===== src/rtl/tlp_req_arbiter_if.sv =====
// Bundle of requester, packet-generator and completion-checker signals for tlp_req_arbiter.
// master = arbiter side, slave = requesters / generator / checker side.
interface tlp_req_arbiter_if #(
  parameter int NUM_REQ = 4
);
  logic [NUM_REQ-1:0]    req_valid;
  logic [3*NUM_REQ-1:0]  req_type;
  logic [64*NUM_REQ-1:0] req_addr;
  logic [32*NUM_REQ-1:0] req_data;
  logic [NUM_REQ-1:0]    req_ready;
  logic [NUM_REQ-1:0]    rsp_valid;
  logic [1:0]            rsp_status;

  logic [2:0]  tx_type;
  logic [7:0]  tx_tag;
  logic [63:0] tx_addr;
  logic [31:0] tx_data;
  logic        tx_start;
  logic        tx_done;

  logic        rx_type;
  logic [7:0]  rx_tag;
  logic [31:0] rx_data;
  logic        rx_good;
  logic        rx_bad;

  modport master (
    input  req_valid, req_type, req_addr, req_data, tx_done, rx_good, rx_bad,
    output req_ready, rsp_valid, rsp_status,
    output tx_type, tx_tag, tx_addr, tx_data, tx_start,
    output rx_type, rx_tag, rx_data
  );

  modport slave (
    output req_valid, req_type, req_addr, req_data, tx_done, rx_good, rx_bad,
    input  req_ready, rsp_valid, rsp_status,
    input  tx_type, tx_tag, tx_addr, tx_data, tx_start,
    input  rx_type, rx_tag, rx_data
  );
endinterface


===== src/rtl/tlp_req_arbiter.sv =====
// Shares one PIO packet generator/checker pair between NUM_REQ requesters.
// Define TLP_ARB_FIXED_PRIO_EN for fixed priority (lowest index wins) instead of round-robin.
module tlp_req_arbiter #(
  parameter int         NUM_REQ     = 4,
  parameter int         CPL_TIMEOUT = 1024,
  parameter logic [7:0] TAG_INIT    = 8'd0
) (
  input  logic              user_clk,
  input  logic              reset,
  input  logic              user_lnk_up,
  tlp_req_arbiter_if.master bus
);

  localparam int IDX_W = $clog2(NUM_REQ);
  localparam int CNT_W = $clog2(CPL_TIMEOUT);
  localparam logic [CNT_W-1:0] CNT_MAX = CNT_W'(CPL_TIMEOUT - 1);

  typedef enum logic [2:0] {IDLE, ISSUE, TX_WAIT, CPL_WAIT, RESP} state_e;
  typedef enum logic [1:0] {ST_OK, ST_BAD_CPL, ST_TIMEOUT, ST_LINK_ABORT} status_e;

  state_e             state;
  status_e            rsp_status_q;
  logic [NUM_REQ-1:0] req_ready_q;
  logic [NUM_REQ-1:0] rsp_valid_q;
  logic [IDX_W-1:0]   owner;
  logic [CNT_W-1:0]   cnt;
  logic [2:0]         tx_type_q;
  logic [7:0]         tx_tag_q;
  logic [63:0]        tx_addr_q;
  logic [31:0]        tx_data_q;
  logic               tx_start_q;
  logic               rx_type_q;
  logic [31:0]        rx_data_q;

  logic [2:0]  type_a [NUM_REQ];
  logic [63:0] addr_a [NUM_REQ];
  logic [31:0] data_a [NUM_REQ];

  for (genvar i = 0; i < NUM_REQ; i++) begin : g_unpack
    assign type_a[i] = bus.req_type[3*i +: 3];
    assign addr_a[i] = bus.req_addr[64*i +: 64];
    assign data_a[i] = bus.req_data[32*i +: 32];
  end

  logic [IDX_W-1:0] grant_idx;
  logic             grant_any;

`ifdef TLP_ARB_FIXED_PRIO_EN
  // Scan downwards so the lowest set index is the last one written.
  always_comb begin
    grant_idx = '0;
    grant_any = 1'b0;
    for (int i = NUM_REQ - 1; i >= 0; i--) begin
      if (bus.req_valid[i]) begin
        grant_idx = IDX_W'(i);
        grant_any = 1'b1;
      end
    end
  end
`else
  logic [IDX_W-1:0] rr_ptr;

  // Scan offsets downwards so the candidate nearest the pointer wins.
  always_comb begin
    logic [IDX_W:0]   sum;
    logic [IDX_W-1:0] cand;
    grant_idx = '0;
    grant_any = 1'b0;
    sum       = '0;
    cand      = '0;
    for (int k = NUM_REQ - 1; k >= 0; k--) begin
      sum = {1'b0, rr_ptr} + (IDX_W+1)'(k);
      if (sum >= (IDX_W+1)'(NUM_REQ)) sum = sum - (IDX_W+1)'(NUM_REQ);
      cand = sum[IDX_W-1:0];
      if (bus.req_valid[cand]) begin
        grant_idx = cand;
        grant_any = 1'b1;
      end
    end
  end
`endif

  logic    is_posted;
  logic    fin;
  status_e fin_status;

  assign is_posted = !(tx_type_q inside {3'b000, 3'b010, 3'b100, 3'b101});

  // NOTE: defaults come first so every path assigns fin/fin_status and no latch is inferred.
  always_comb begin
    fin        = 1'b0;
    fin_status = ST_OK;
    case (state)
      ISSUE: begin
        if (!user_lnk_up) begin
          fin        = 1'b1;
          fin_status = ST_LINK_ABORT;
        end
      end
      TX_WAIT: begin
        if (!user_lnk_up) begin
          fin        = 1'b1;
          fin_status = ST_LINK_ABORT;
        end else if (bus.tx_done && is_posted) begin
          fin = 1'b1;
        end
      end
      CPL_WAIT: begin
        if (!user_lnk_up) begin
          fin        = 1'b1;
          fin_status = ST_LINK_ABORT;
        end else if (bus.rx_bad) begin
          fin        = 1'b1;
          fin_status = ST_BAD_CPL;
        end else if (bus.rx_good) begin
          fin = 1'b1;
        end else if (cnt == CNT_MAX) begin
          fin        = 1'b1;
          fin_status = ST_TIMEOUT;
        end
      end
      default: ;
    endcase
  end

  // NOTE: sequential state uses non-blocking assignments so every flop samples pre-edge values.
  always_ff @(posedge user_clk) begin
    if (reset) begin
      state        <= IDLE;
      req_ready_q  <= '0;
      rsp_valid_q  <= '0;
      rsp_status_q <= ST_OK;
      owner        <= '0;
      cnt          <= '0;
      tx_type_q    <= '0;
      tx_tag_q     <= TAG_INIT - 8'd1;
      tx_addr_q    <= '0;
      tx_data_q    <= '0;
      tx_start_q   <= 1'b0;
      rx_type_q    <= 1'b0;
      rx_data_q    <= '0;
`ifndef TLP_ARB_FIXED_PRIO_EN
      rr_ptr       <= '0;
`endif
    end else begin
      req_ready_q <= '0;
      rsp_valid_q <= '0;
      tx_start_q  <= 1'b0;
      if (fin) begin
        state        <= RESP;
        rsp_valid_q  <= NUM_REQ'(1) << owner;
        rsp_status_q <= fin_status;
      end else begin
        case (state)
          IDLE: begin
            if (user_lnk_up && grant_any) begin
              owner                  <= grant_idx;
              tx_type_q              <= type_a[grant_idx];
              tx_addr_q              <= addr_a[grant_idx];
              tx_data_q              <= data_a[grant_idx];
              rx_data_q              <= data_a[grant_idx];
              rx_type_q              <= type_a[grant_idx] inside {3'b000, 3'b010, 3'b100};
              tx_tag_q               <= tx_tag_q + 8'd1;
              req_ready_q[grant_idx] <= 1'b1;
              state                  <= ISSUE;
            end
          end
          ISSUE: begin
            tx_start_q <= 1'b1;
            state      <= TX_WAIT;
          end
          TX_WAIT: begin
            if (bus.tx_done) begin
              cnt   <= '0;
              state <= CPL_WAIT;
            end
          end
          CPL_WAIT: cnt <= cnt + 1'b1;
          RESP: begin
            rsp_status_q <= ST_OK;
`ifndef TLP_ARB_FIXED_PRIO_EN
            rr_ptr <= (owner == IDX_W'(NUM_REQ - 1)) ? '0 : owner + 1'b1;
`endif
            state <= IDLE;
          end
          default: state <= IDLE;
        endcase
      end
    end
  end

  assign bus.req_ready  = req_ready_q;
  assign bus.rsp_valid  = rsp_valid_q;
  assign bus.rsp_status = rsp_status_q;
  assign bus.tx_type    = tx_type_q;
  assign bus.tx_tag     = tx_tag_q;
  assign bus.tx_addr    = tx_addr_q;
  assign bus.tx_data    = tx_data_q;
  assign bus.tx_start   = tx_start_q;
  assign bus.rx_type    = rx_type_q;
  assign bus.rx_tag     = tx_tag_q;
  assign bus.rx_data    = rx_data_q;

endmodule


===== src/flat_wrapper.sv =====
// flat-port wrapper written by rule: the top's interface ports become plain ports
module tlp_req_arbiter_flat 
#(
  parameter int         NUM_REQ     = 4,
  parameter int         CPL_TIMEOUT = 1024,
  parameter logic [7:0] TAG_INIT    = 8'd0
)
  (user_clk, reset, user_lnk_up, bus_req_valid, bus_req_type, bus_req_addr, bus_req_data, bus_tx_done, bus_rx_good, bus_rx_bad, bus_req_ready, bus_rsp_valid, bus_rsp_status, bus_tx_type, bus_tx_tag, bus_tx_addr, bus_tx_data, bus_tx_start, bus_rx_type, bus_rx_tag, bus_rx_data);
  tlp_req_arbiter_if #(.NUM_REQ(NUM_REQ)) bus_i ();
  input  logic user_clk;
  input  logic reset;
  input  logic user_lnk_up;
  input wire logic [$bits(bus_i.req_valid)-1:0] bus_req_valid;
  input wire logic [$bits(bus_i.req_type)-1:0] bus_req_type;
  input wire logic [$bits(bus_i.req_addr)-1:0] bus_req_addr;
  input wire logic [$bits(bus_i.req_data)-1:0] bus_req_data;
  input wire logic [$bits(bus_i.tx_done)-1:0] bus_tx_done;
  input wire logic [$bits(bus_i.rx_good)-1:0] bus_rx_good;
  input wire logic [$bits(bus_i.rx_bad)-1:0] bus_rx_bad;
  output wire logic [$bits(bus_i.req_ready)-1:0] bus_req_ready;
  output wire logic [$bits(bus_i.rsp_valid)-1:0] bus_rsp_valid;
  output wire logic [$bits(bus_i.rsp_status)-1:0] bus_rsp_status;
  output wire logic [$bits(bus_i.tx_type)-1:0] bus_tx_type;
  output wire logic [$bits(bus_i.tx_tag)-1:0] bus_tx_tag;
  output wire logic [$bits(bus_i.tx_addr)-1:0] bus_tx_addr;
  output wire logic [$bits(bus_i.tx_data)-1:0] bus_tx_data;
  output wire logic [$bits(bus_i.tx_start)-1:0] bus_tx_start;
  output wire logic [$bits(bus_i.rx_type)-1:0] bus_rx_type;
  output wire logic [$bits(bus_i.rx_tag)-1:0] bus_rx_tag;
  output wire logic [$bits(bus_i.rx_data)-1:0] bus_rx_data;
  assign bus_i.req_valid = bus_req_valid;
  assign bus_i.req_type = bus_req_type;
  assign bus_i.req_addr = bus_req_addr;
  assign bus_i.req_data = bus_req_data;
  assign bus_i.tx_done = bus_tx_done;
  assign bus_i.rx_good = bus_rx_good;
  assign bus_i.rx_bad = bus_rx_bad;
  assign bus_req_ready = bus_i.req_ready;
  assign bus_rsp_valid = bus_i.rsp_valid;
  assign bus_rsp_status = bus_i.rsp_status;
  assign bus_tx_type = bus_i.tx_type;
  assign bus_tx_tag = bus_i.tx_tag;
  assign bus_tx_addr = bus_i.tx_addr;
  assign bus_tx_data = bus_i.tx_data;
  assign bus_tx_start = bus_i.tx_start;
  assign bus_rx_type = bus_i.rx_type;
  assign bus_rx_tag = bus_i.rx_tag;
  assign bus_rx_data = bus_i.rx_data;
  tlp_req_arbiter #(.NUM_REQ(NUM_REQ), .CPL_TIMEOUT(CPL_TIMEOUT), .TAG_INIT(TAG_INIT)) u_core (.user_clk(user_clk), .reset(reset), .user_lnk_up(user_lnk_up), .bus(bus_i));
endmodule

===== config.mk =====
export PLATFORM = sky130hd
export DESIGN_NAME = tlp_req_arbiter_flat
export DESIGN_NICKNAME = d
export VERILOG_FILES = /design/src/rtl/tlp_req_arbiter_if.sv /design/src/rtl/tlp_req_arbiter.sv /design/src/flat_wrapper.sv
export SDC_FILE = /design/constraint.sdc
export NUM_CORES = 1
export LEC_CHECK = 0
export BUFFER_PORTS_ARGS = -buffer_cell sky130_fd_sc_hd__buf_2
export CAP_MARGIN = 20
export CORE_AREA = 5 5 215 217
export CTS_CLUSTER_DIAMETER = 100
export DETAILED_ROUTE_END_ITERATION = 10
export DIE_AREA = 0 0 220 222
export HOLD_SLACK_MARGIN = 0.12
export PLACE_DENSITY = 0.45
export SYNTH_ARGS = -nofsm -noshare
export SYNTH_HDL_FRONTEND = slang
export SYNTH_SLANG_ARGS = --single-unit

===== constraint.sdc =====
create_clock -name user_clk -period 5.2 [get_ports user_clk]
set_clock_uncertainty 0.15 [all_clocks]
set_input_delay 0.26 -clock user_clk [delete_from_list [all_inputs] [get_ports user_clk]]
set_output_delay 0.26 -clock user_clk [all_outputs]
set_load 0.02 [all_outputs]

==> impl_results.md <==
* Post-Layout Cell Count at 2496
* Iteration-0 DRC Markers at 501
* Nets@finish at around 2300
* Clk buf depth at 2
* Avg Synthesized Cell Area at 6.90 µm²
* Post-DP HPWL at 28.9 mm
* Post-route ant nets at 0
* Critical Path Source Type: flop
* Pin count of the biggest net entering global routing at 128
* Max Cap Violations at 0
* Grt ovf at 0
* Mapped cell area at 0.00812 mm²
* Synth Instances at 1178
* Multiplexer area fraction after synthesis at 5.22%
* Vias in the first global route at 11269
* Global-route wire length before repair at 60.9 mm
* # Post-CTS Setup Buffers at 0
* Total CTS buffers at 17
* Share of layout cells above drive strength 1 at roughly a third
* Compound-Gate Fraction of Synth Area at 15.1%
* Final Max Slew Viols at 0
* Power Dens Cells at just under 300 mW/mm²
* Max VDD drop at 0.173 mV
* CTS clk-pin slew, worst paths at roughly 0.070 ns
* Mapped Nets at 1587
* Synth top cells by count: nand2_1 (343), nand3_1 (199), dfxtp_1 (136)
* Yosys warning count at 0
* Fmax at 249 MHz
* Hold Path Class: in2reg
* Worst setup path category: reg2reg
* Clock Latency Late Sink at 0.43 ns
* DP Cell Count at 2207
* Ports at approximately 570
* Via count at roughly 11000
* Synth area leaders: dfxtp_1 (34%), nand2_1 (16%), nand3_1 (12%)
* Clk Tree Root Cell: clkbuf_16
* Post-Synth Simple-Gate Area at 35.1%
* Crit path max fanout at ~60
* Die height at 222 µm
* Int Pwr at 0.00267 W
* Routed len/inst at 15.8 µm
* RSZ-0062 raised after global routing: false
* Core area at 0.0439 mm²
* WP data required at 5.41 ns
* Die width at 220 µm
* Area grow syn2layout at 76.3%
* Sequential share of the synthesized area at between 30% and 40%
* Crit end category: flop
* Total Wirelength at 39.4 mm
* GP Congestion at 0.871
* Top cell type's share of synthesized area at approximately a third
* CTS sink cnt at 136
* DRT Pass-1 Iters at 5
* Final worst-path cycle share at approximately 77%
* Post-synthesis adder-cell area fraction at 0.462%
* Netlist cell types at 51
* # H-tree levels at 4
* Setup Viol. Count Final at 0
* Post_cts resized at 0
* Ys async rst share at 0%
* Commonest register cell after synthesis: dfxtp_1
* Switching Fraction at 36.5%
* Initial antenna violation count at 1
* Register bit total from synthesis at approximately 140
* Yosys top cell by area: dfxtp_1
* Sw power at between 0.0015 and 0.002 W
* Cell Rows at 77
* Combinational Power Share at 37.4%
* Main combinational cell family by area after synthesis: simple AND/OR/NAND/NOR gates
* DRC violations left at 0
* Slew margin rel. at between 30% and 40%
* Post-route setup TNS at 0 ns
* Worst-Margin Slew at 0.982 ns
* IO Port Bufs at 564
* Initial core utilization at 18.5%
* CTS tree: yes
* Data arrival, critical path at 4.22 ns
* Status: finished clean
* Full die area at 0.0488 mm²
* Final min period at between 4 and 5 ns
* Sequential fraction of design power at 30.5%
* EDFF count, synth at 0
* Fin. Hold Viols at 0
* GR Util All Layers at 15.5%
* Vias/cell at 4.40
* Clock share of power at 32.1%
* Count leader, synth: nand2_1
* XOR/XNOR Fraction of Synth Area at ~1.1%
* Cts-stage hold buffer count at 255
* Leakage at 6.79 nW
[routing by layer]
metal / up-vias / part of all wire, % / GRT usage [%]
li1: 5438 / - / -
met1: 5169 / 41 / 18.3
met4: 0 / 2.4 / 5.27
met3: 42 / 5.5 / 3.11
met2: 337 / 51 / 27.8
met5: - / 0 / 0
[cell usage in the layout (no fill, tap or decap), drive strengths merged, types with 7 or more instances in the layout]
master	count
inv	12
a21oi	78
dlygate4sd3	255
dfxtp	136
nand2	343
buf	578
xor2	7
mux2i	39
nor2	55
o21ai	61
nand4	7
nor3	19
and3	8
a221oi	33
clkbuf	19
nand3	199
[logic make-up after synthesis]
logic type / after synthesis
AO/OA/AOI/OAI: 189
XOR/XNOR: 10
adder cells (fa/ha/maj): 3
buffers and inverters: 144
flip-flops: 136
multiplexers: 42
AND/OR/NAND/NOR: 654
[through the flow]
step	worst slack, ns	hold WS, ns	utilization [%]	power [W]	instance area (µm²)
5_1_grt	0.958	0.188	32.6	0.00447	14300
3_5_place_dp	1.99	0.294	25.3	0.00262	11100
2_1_floorplan	3.08	0.260	-	0.00214	8120
4_1_cts	0.909	0.125	32.5	0.00427	14300
6_report	1.19	0.158	32.6	0.00421	14300
3_3_place_gp	2.14	0.290	25.3	0.00262	11100
[registers in the layout, indices dropped and copies added, names as in the netlist]
| signal | flops |
|---|---|
| u_core.bus.tx_addr | 64 |
| u_core.cnt | 10 |
| u_core.state | 3 |
| u_core.bus.rx_tag | 8 |
| u_core.bus.rx_type | 1 |
| u_core.owner | 2 |
| u_core.bus.rsp_valid | 4 |
| u_core.bus.rx_data | 32 |
| u_core.rr_ptr | 2 |
| u_core.bus.tx_start | 1 |
| u_core.bus.tx_type | 3 |
| u_core.bus.rsp_status | 2 |
| u_core.bus.req_ready | 4 |
[critical path, cell delays in order, from the launching register on]
cell and delay (ns):
dfxtp_1 0.36, nand2b_1 0.20, a21oi_1 0.33, a211o_4 0.79
buf_4 0.48, nand2_1 0.10, nand3_1 0.10, dlygate4sd3_1 0.56
nand3_1 0.09, dlygate4sd3_1 0.60, a21oi_1 0.11
[power groups by stage]
stage / Sequential (W) / Clock, W / Combinational (W)
after floorplan: 0.00143 / 0 / 0.000705
after CTS: 0.00128 / 0.00140 / 0.00158
final: 0.00128 / 0.00135 / 0.00157
after global placement: 0.00130 / 0 / 0.00132
after global routing: 0.00130 / 0.00144 / 0.00173
after detailed placement: 0.00131 / 0 / 0.00132
[layout make-up]
cell class | count | area, µm²
diodes | 1 | 2.50
fillers | 4836 | 29600
clock inverters | 13 | 181
clock buffers | 19 | 453
multi-input cells | 898 | 4670
repair buffers | 833 | 5530
inverters | 4 | 15.0
flip-flops and latches | 136 | 2720
well taps | 592 | 741
[path summary, 6_finish.rpt]
check                           slack, ns  cells after the start                endpoint                   from
worst min-delay path                 0.16                      5  u_core.bus.tx_addr[17]       bus_req_addr[17]
worst max register to register       1.19                     10  u_core.bus.tx_addr[25]       u_core.rr_ptr[0]
worst min register to register       0.30                      2   u_core.bus.tx_addr[8]  u_core.bus.tx_addr[8]
worst max-delay path                 1.19                     10  u_core.bus.tx_addr[25]       u_core.rr_ptr[0]
No activity file was read; power rests on OpenSTA's default activity.
